## src/rtl/hazard3_pmp_fault_log.sv

```systemverilog
// hazard3_pmp_fault_log: FIFO of PMP-killed fetch/load/store records for M-mode inspection.
// CSRs: 0xbe0 FLOGSTAT, 0xbe1 FLOGADDR, 0xbe2 FLOGINFO, 0xbe3 FLOGTIME.
// Optional build macro HAZARD3_PMP_FAULT_LOG_TIMESTAMP_EN adds a cycle counter whose value is
// stored with every record and read back through FLOGTIME; without it FLOGTIME reads 0.
module hazard3_pmp_fault_log #(
  parameter int unsigned DEPTH  = 4,
  parameter int unsigned W_ADDR = 32,
  parameter int unsigned W_OVF  = 8
) (
  input  logic              clk,
  input  logic              rst_n,
  input  logic              i_valid,
  input  logic              i_kill,
  input  logic [W_ADDR-1:0] i_addr,
  input  logic              i_m_mode,
  input  logic              d_valid,
  input  logic              d_kill,
  input  logic [W_ADDR-1:0] d_addr,
  input  logic              d_write,
  input  logic              d_m_mode,
  input  logic [11:0]       cfg_addr,
  input  logic              cfg_wen,
  input  logic [31:0]       cfg_wdata,
  output logic [31:0]       cfg_rdata,
  output logic              irq
);

  localparam int unsigned PTR_W = $clog2(DEPTH);
  localparam int unsigned LVL_W = PTR_W + 1;

  // Record storage; info is {m_mode, write, is_fetch}
  logic [W_ADDR-1:0] e_addr [DEPTH];
  logic [2:0]        e_info [DEPTH];

  logic [PTR_W-1:0] rd_ptr, wr_ptr, slot_i;
  logic [LVL_W-1:0] level, level_nx, space;
  logic [W_OVF-1:0] ovf, ovf_nx;
  logic [W_OVF:0]   ovf_sum;
  logic [1:0]       ovf_inc;
  logic             en, irq_en, en_nx, irq_en_nx, irq_nx;
  logic             stat_wr, clear, pop, push_d, push_i, store_d, store_i, nonempty;
  logic             unused_wdata;

  assign unused_wdata = ^cfg_wdata[31:4];
  assign nonempty     = (level != '0);

`ifdef HAZARD3_PMP_FAULT_LOG_TIMESTAMP_EN
  logic [31:0] cyc;
  logic [31:0] e_ts [DEPTH];

  // Free-running cycle counter, wraps naturally
  always_ff @(posedge clk) begin
    if (!rst_n) cyc <= '0;
    else        cyc <= cyc + 32'd1;
  end
`endif

  // Next-state: clear overrides pop and pushes; d is placed before i, so with one free
  // slot the i fault is the one counted as overflow
  always_comb begin
    stat_wr   = cfg_wen && (cfg_addr == 12'hbe0);
    clear     = stat_wr & cfg_wdata[3];
    pop       = stat_wr & cfg_wdata[2] & nonempty & ~clear;
    push_d    = en & d_valid & d_kill & ~clear;
    push_i    = en & i_valid & i_kill & ~clear;
    space     = LVL_W'(DEPTH) - level + LVL_W'(pop);
    store_d   = push_d & (space != '0);
    store_i   = push_i & (store_d ? (space >= LVL_W'(2)) : (space != '0));
    slot_i    = wr_ptr + PTR_W'(store_d);
    ovf_inc   = {1'b0, push_d & ~store_d} + {1'b0, push_i & ~store_i};
    ovf_sum   = {1'b0, ovf} + (W_OVF + 1)'(ovf_inc);
    ovf_nx    = clear ? '0 : (ovf_sum[W_OVF] ? '1 : ovf_sum[W_OVF-1:0]);
    level_nx  = clear ? '0 : level - LVL_W'(pop) + LVL_W'(store_d) + LVL_W'(store_i);
    en_nx     = stat_wr ? cfg_wdata[0] : en;
    irq_en_nx = stat_wr ? cfg_wdata[1] : irq_en;
    irq_nx    = irq_en_nx & (level_nx != '0);
  end

  // State update: pointers, level, counters, control bits and record writes
  always_ff @(posedge clk) begin
    if (!rst_n) begin
      rd_ptr <= '0;
      wr_ptr <= '0;
      level  <= '0;
      ovf    <= '0;
      en     <= 1'b0;
      irq_en <= 1'b0;
      irq    <= 1'b0;
      for (int unsigned k = 0; k < DEPTH; k++) begin
        e_addr[k] <= '0;
        e_info[k] <= '0;
`ifdef HAZARD3_PMP_FAULT_LOG_TIMESTAMP_EN
        e_ts[k]   <= '0;
`endif
      end
    end else begin
      level  <= level_nx;
      ovf    <= ovf_nx;
      en     <= en_nx;
      irq_en <= irq_en_nx;
      irq    <= irq_nx;
      if (clear) begin
        rd_ptr <= '0;
        wr_ptr <= '0;
      end else begin
        rd_ptr <= rd_ptr + PTR_W'(pop);
        wr_ptr <= wr_ptr + PTR_W'(store_d) + PTR_W'(store_i);
      end
      if (store_d) begin
        e_addr[wr_ptr] <= d_addr;
        e_info[wr_ptr] <= {d_m_mode, d_write, 1'b0};
`ifdef HAZARD3_PMP_FAULT_LOG_TIMESTAMP_EN
        e_ts[wr_ptr]   <= cyc;
`endif
      end
      if (store_i) begin
        e_addr[slot_i] <= i_addr;
        e_info[slot_i] <= {i_m_mode, 1'b0, 1'b1};
`ifdef HAZARD3_PMP_FAULT_LOG_TIMESTAMP_EN
        e_ts[slot_i]   <= cyc;
`endif
      end
    end
  end

  // CSR read mux; head fields read 0 while empty
  always_comb begin
    cfg_rdata = '0;
    case (cfg_addr)
      12'hbe0: begin
        cfg_rdata[0]     = en;
        cfg_rdata[1]     = irq_en;
        cfg_rdata[8:4]   = 5'(level);
        cfg_rdata[23:16] = 8'(ovf);
        cfg_rdata[31]    = nonempty;
      end
      12'hbe1: if (nonempty) cfg_rdata = 32'(e_addr[rd_ptr]);
      12'hbe2: if (nonempty) cfg_rdata[2:0] = e_info[rd_ptr];
`ifdef HAZARD3_PMP_FAULT_LOG_TIMESTAMP_EN
      12'hbe3: if (nonempty) cfg_rdata = e_ts[rd_ptr];
`endif
      default: cfg_rdata = '0;
    endcase
  end

endmodule

```

## config.mk

```make
export PLATFORM = sky130hd
export DESIGN_NAME = hazard3_pmp_fault_log
export DESIGN_NICKNAME = d
export VERILOG_FILES = /design/src/rtl/hazard3_pmp_fault_log.sv
export SDC_FILE = /design/constraint.sdc
export NUM_CORES = 1
export LEC_CHECK = 0
export BUFFER_PORTS_ARGS = -buffer_cell sky130_fd_sc_hd__buf_2
export CORE_AREA = 2 2 139 141
export DETAILED_ROUTE_END_ITERATION = 6
export DIE_AREA = 0 0 141 143
export PLACE_DENSITY_LB_ADDON = 0.15
export SLEW_MARGIN = 30
export SYNTH_ARGS = -nofsm -noshare
export SYNTH_HDL_FRONTEND = slang
export SYNTH_SLANG_ARGS = --single-unit
```

## constraint.sdc

```tcl
create_clock -name clk -period 5.85 [get_ports clk]
set_input_delay 0.8775 -clock clk [delete_from_list [all_inputs] [get_ports clk]]
set_output_delay 0.8775 -clock clk [all_outputs]
set_load 0.02 [all_outputs]
```

==> flow_summary.ini <==
[yosys]
syn-num-nets = 833
netlist_top_cells_area = edfxtp_1 41%, mux2_4 13%, mux4_2 8.2%
ys_ff_latch = 158
syn_area_sq_um = 9590
ys.flop_type = edfxtp_1
ys_warn_count = 0
synth_top_cell_by_area = edfxtp_1
ys_seq_area_share_pct = 46.8
syn_inst = 705
ys_types = 54
synth_edf_count = 132
synth_top_area_share_pct = 41.3
avgSynthCellArea_sq_um = 13.6
synthTopCellsByCount = 132 x edfxtp_1, 109 x and3_1, 81 x mux2_4, 47 x mux2_2, 38 x clkbuf_1
async_flop_share_pct = 0
synth.most_common_cell = edfxtp_1

[finish]
final_util_pct = 59.9
final_layout_size_suffix_gt1_share_pct = 44.3
finalNonFillerCells = 1054
syn_to_final_growth_pct = 16.1
final_area_sq_um = 11100
layout.nets = 932

[power_and_ir_drop]
power_density_nw_per_um2 = 237
p_comb_share_pct = 4.1
switchingPower_w = 0.000512
p_clk_share_pct = 48.4
ir_worst_vdd_mv = 0.211
p_seq_share_pct = 47.4
internal_power_w = 0.00213
leakage_nw = 4.98
p_sw_share_pct = 19.4

[worst_setup_path]
end_kind = register
start_kind = input port
arrival_ns = 5.07
crit_path_top_delay_cell = or4_2
ff2ff_setup_slack_ns = 1.40
critPathMaxFanout = 23
r2r_end = e_addr[1][20]
cpLargestDelayFamily = simple AND/OR/NAND/NOR gates
crit_required_ns = 5.97
rr_worst_depth = 16
critPathMostFrequentCell = ha_1
crit_buf_inv = 4
slowest_delay_ns = 0.58
critPathLaunch = cfg_addr[4]
crit_type = input port to register
r2r-start = level[2]
crit_chain = buf_2, nand4bb_4, nor4b_2, nand2_1, or3_1, ha_1, inv_1, ha_1, nand2b_1, nor2_4, nor2_1, ha_1, and2_1, nand2_1, or4_2, buf_4, nand2_2, buf_12

[route]
dr.pass1.iters = 6
wirelength_um = 25300
vias = 6536
drc = 0
final_antenna_net_count = 0
wl_per_cell_um = 24.0
first_iter_violations = 645
routed_via_density = 6.20

[global_route]
grt_usage_pct = 25.5
grt_pass1_vias = 6777
groute.layer.met2.usage_pct = 45.6
grt_pass1_wl_um = 38300
grt_max_degree = 114
grt.overflow.total = 0
use_met1_pct = 31.0
grt.busiest_layer = met2
antenna_found_initial = 4
met3_usage_pct = 5.67

[hold_path]
hold_end = e_info[3][0]
holdCritStartpoint = e_info[3][0]
hp-class = register to register
hold_depth = 2

[sta]
setup_viol = 0
tightest_slew_ns = 0.979
rsz0062_at_grt = no
relSlewSlack_pct = 34.7
min_period_ns = 4.95
finClkSkew_ns = 0.00750
fmax_mhz = 202
final.setup.worst_slack_ns = 0.902
final-hold-violation-count = 0
maxSlewViolCount = 0
final.setup.tns_ns = 0
fin_crit_sh_pct = 84.6

[clock_network]
cts_buffers = 17
cts_buffer_depth = 2
cts_resized = 0
cts_tree = done
clk_latency_ns = 0.42
htreeDepth = 4
ctsHoldBuffers = 0
cts_root_buf = clkbuf_16
cts_num_sinks = 158
clk_pin_slew_ns = 0.06
post-cts-setup-buffers = 0

[placement]
place_congestion = 0.780
dp_slack_ns = 0.523
dp_cells = 1019
placed_cell_area_sq_um = 10400
dpl.hpwl_um = 14900
portBuffers = 122

[die]
coreArea_sq_um = 18600
die_w_um = 141
ios = 151
die_y_um = 143
die_area_sq_um = 20200
start_util_pct = 51.6
num_rows = 50

[run]
cap_violations = 0

[run_status]
status = finished, final reports clean
[worst max path at each step]
stage                     to  slack, ns  cells past startpoint
2_1_floorplan   e_addr[2][0]       0.02                     18
3_3_place_gp   e_addr[1][18]       0.65                     18
3_5_place_dp   e_addr[1][19]       0.52                     18
4_1_cts        e_addr[1][20]       0.94                     18
5_1_grt        e_addr[1][20]       0.76                     18
6_report       e_addr[1][20]       0.90                     18
[layout make-up]
cell class              count  area [sq um]
fillers                  1478          7450
multi-input cells         472          4810
flip-flops and latches    158          4490
repair buffers            144           813
clock buffers              19           433
well taps                 234           293
clock inverters            13           243
inverters                  11          41.3
diodes                      3          7.51
[placed cells by master, fill, tap and decap left out, types with 4 or more instances in the layout]
master / instances
buf_2: 122
bufinv_16: 7
nor4b_1: 32
and2_1: 19
and3_1: 109
ha_1: 7
nand3_1: 8
or4_2: 4
edfxtp_1: 132
buf_4: 19
mux4_2: 35
clkbuf_16: 17
a21bo_2: 5
nor3_1: 6
mux2_2: 47
mux2_4: 81
a22o_1: 11
o21ai_0: 4
mux2_1: 4
inv_1: 11
nor2_1: 9
dfxtp_1: 24
a21oi_1: 14
xnor2_1: 6
nand2_1: 15
[through the flow]
step / hold slack [ns] / power [W]
6_report: 0.462 / 0.00264
4_1_cts: 0.461 / 0.00265
3_3_place_gp: 0.447 / 0.00138
5_1_grt: 0.471 / 0.00270
2_1_floorplan: 0.429 / 0.00131
3_5_place_dp: 0.451 / 0.00139
[state kept, by name, summed over array words and instances (netlist names)]
| signal | flops |
|---|---|
| e_addr | 128 |
| e_info | 12 |
| ovf | 8 |
| level | 3 |
| rd_ptr | 2 |
| wr_ptr | 2 |
| en | 1 |
| irq | 1 |
| irq_en | 1 |
[metal layers]
layer | part of all wire, % | routed length, um | up-vias
met5 | 0.051 | 13 | -
li1 | - | - | 2953
met2 | 51 | 13000 | 279
met3 | 7.6 | 1920 | 30
met1 | 40 | 10000 | 3272
met4 | 1.3 | 324 | 2
[power by group through the flow]
stage	clock network [W]	registers, W	logic [W]
2_1_floorplan	0	0.00127	0.0000371
3_3_place_gp	0	0.00127	0.000104
3_5_place_dp	0	0.00128	0.000109
4_1_cts	0.00129	0.00125	0.000109
5_1_grt	0.00133	0.00125	0.000117
6_report	0.00128	0.00125	0.000109
[worst reg2reg max path, cell delays in order (launching register included)]
cell      delay (ns)
dfxtp_1         0.49
or3_1           0.23
nand2_1         0.10
or3_1           0.38
ha_1            0.19
inv_1           0.05
ha_1            0.24
nand2b_1        0.20
nor2_4          0.10
nor2_1          0.06
ha_1            0.33
and2_1          0.20
nand2_1         0.09
or4_2           0.58
buf_4           0.27
nand2_2         0.37
buf_12          0.26
[cell families after synthesis]
group / synth area share, %
flops: 46.8
xor+xnor: 0.992
mux: 26.9
buf+inv: 3.82
compound gates: 3.68
simple gates: 16.3
fa+ha+maj: 1.54
Power figures use the tool's default switching activity.
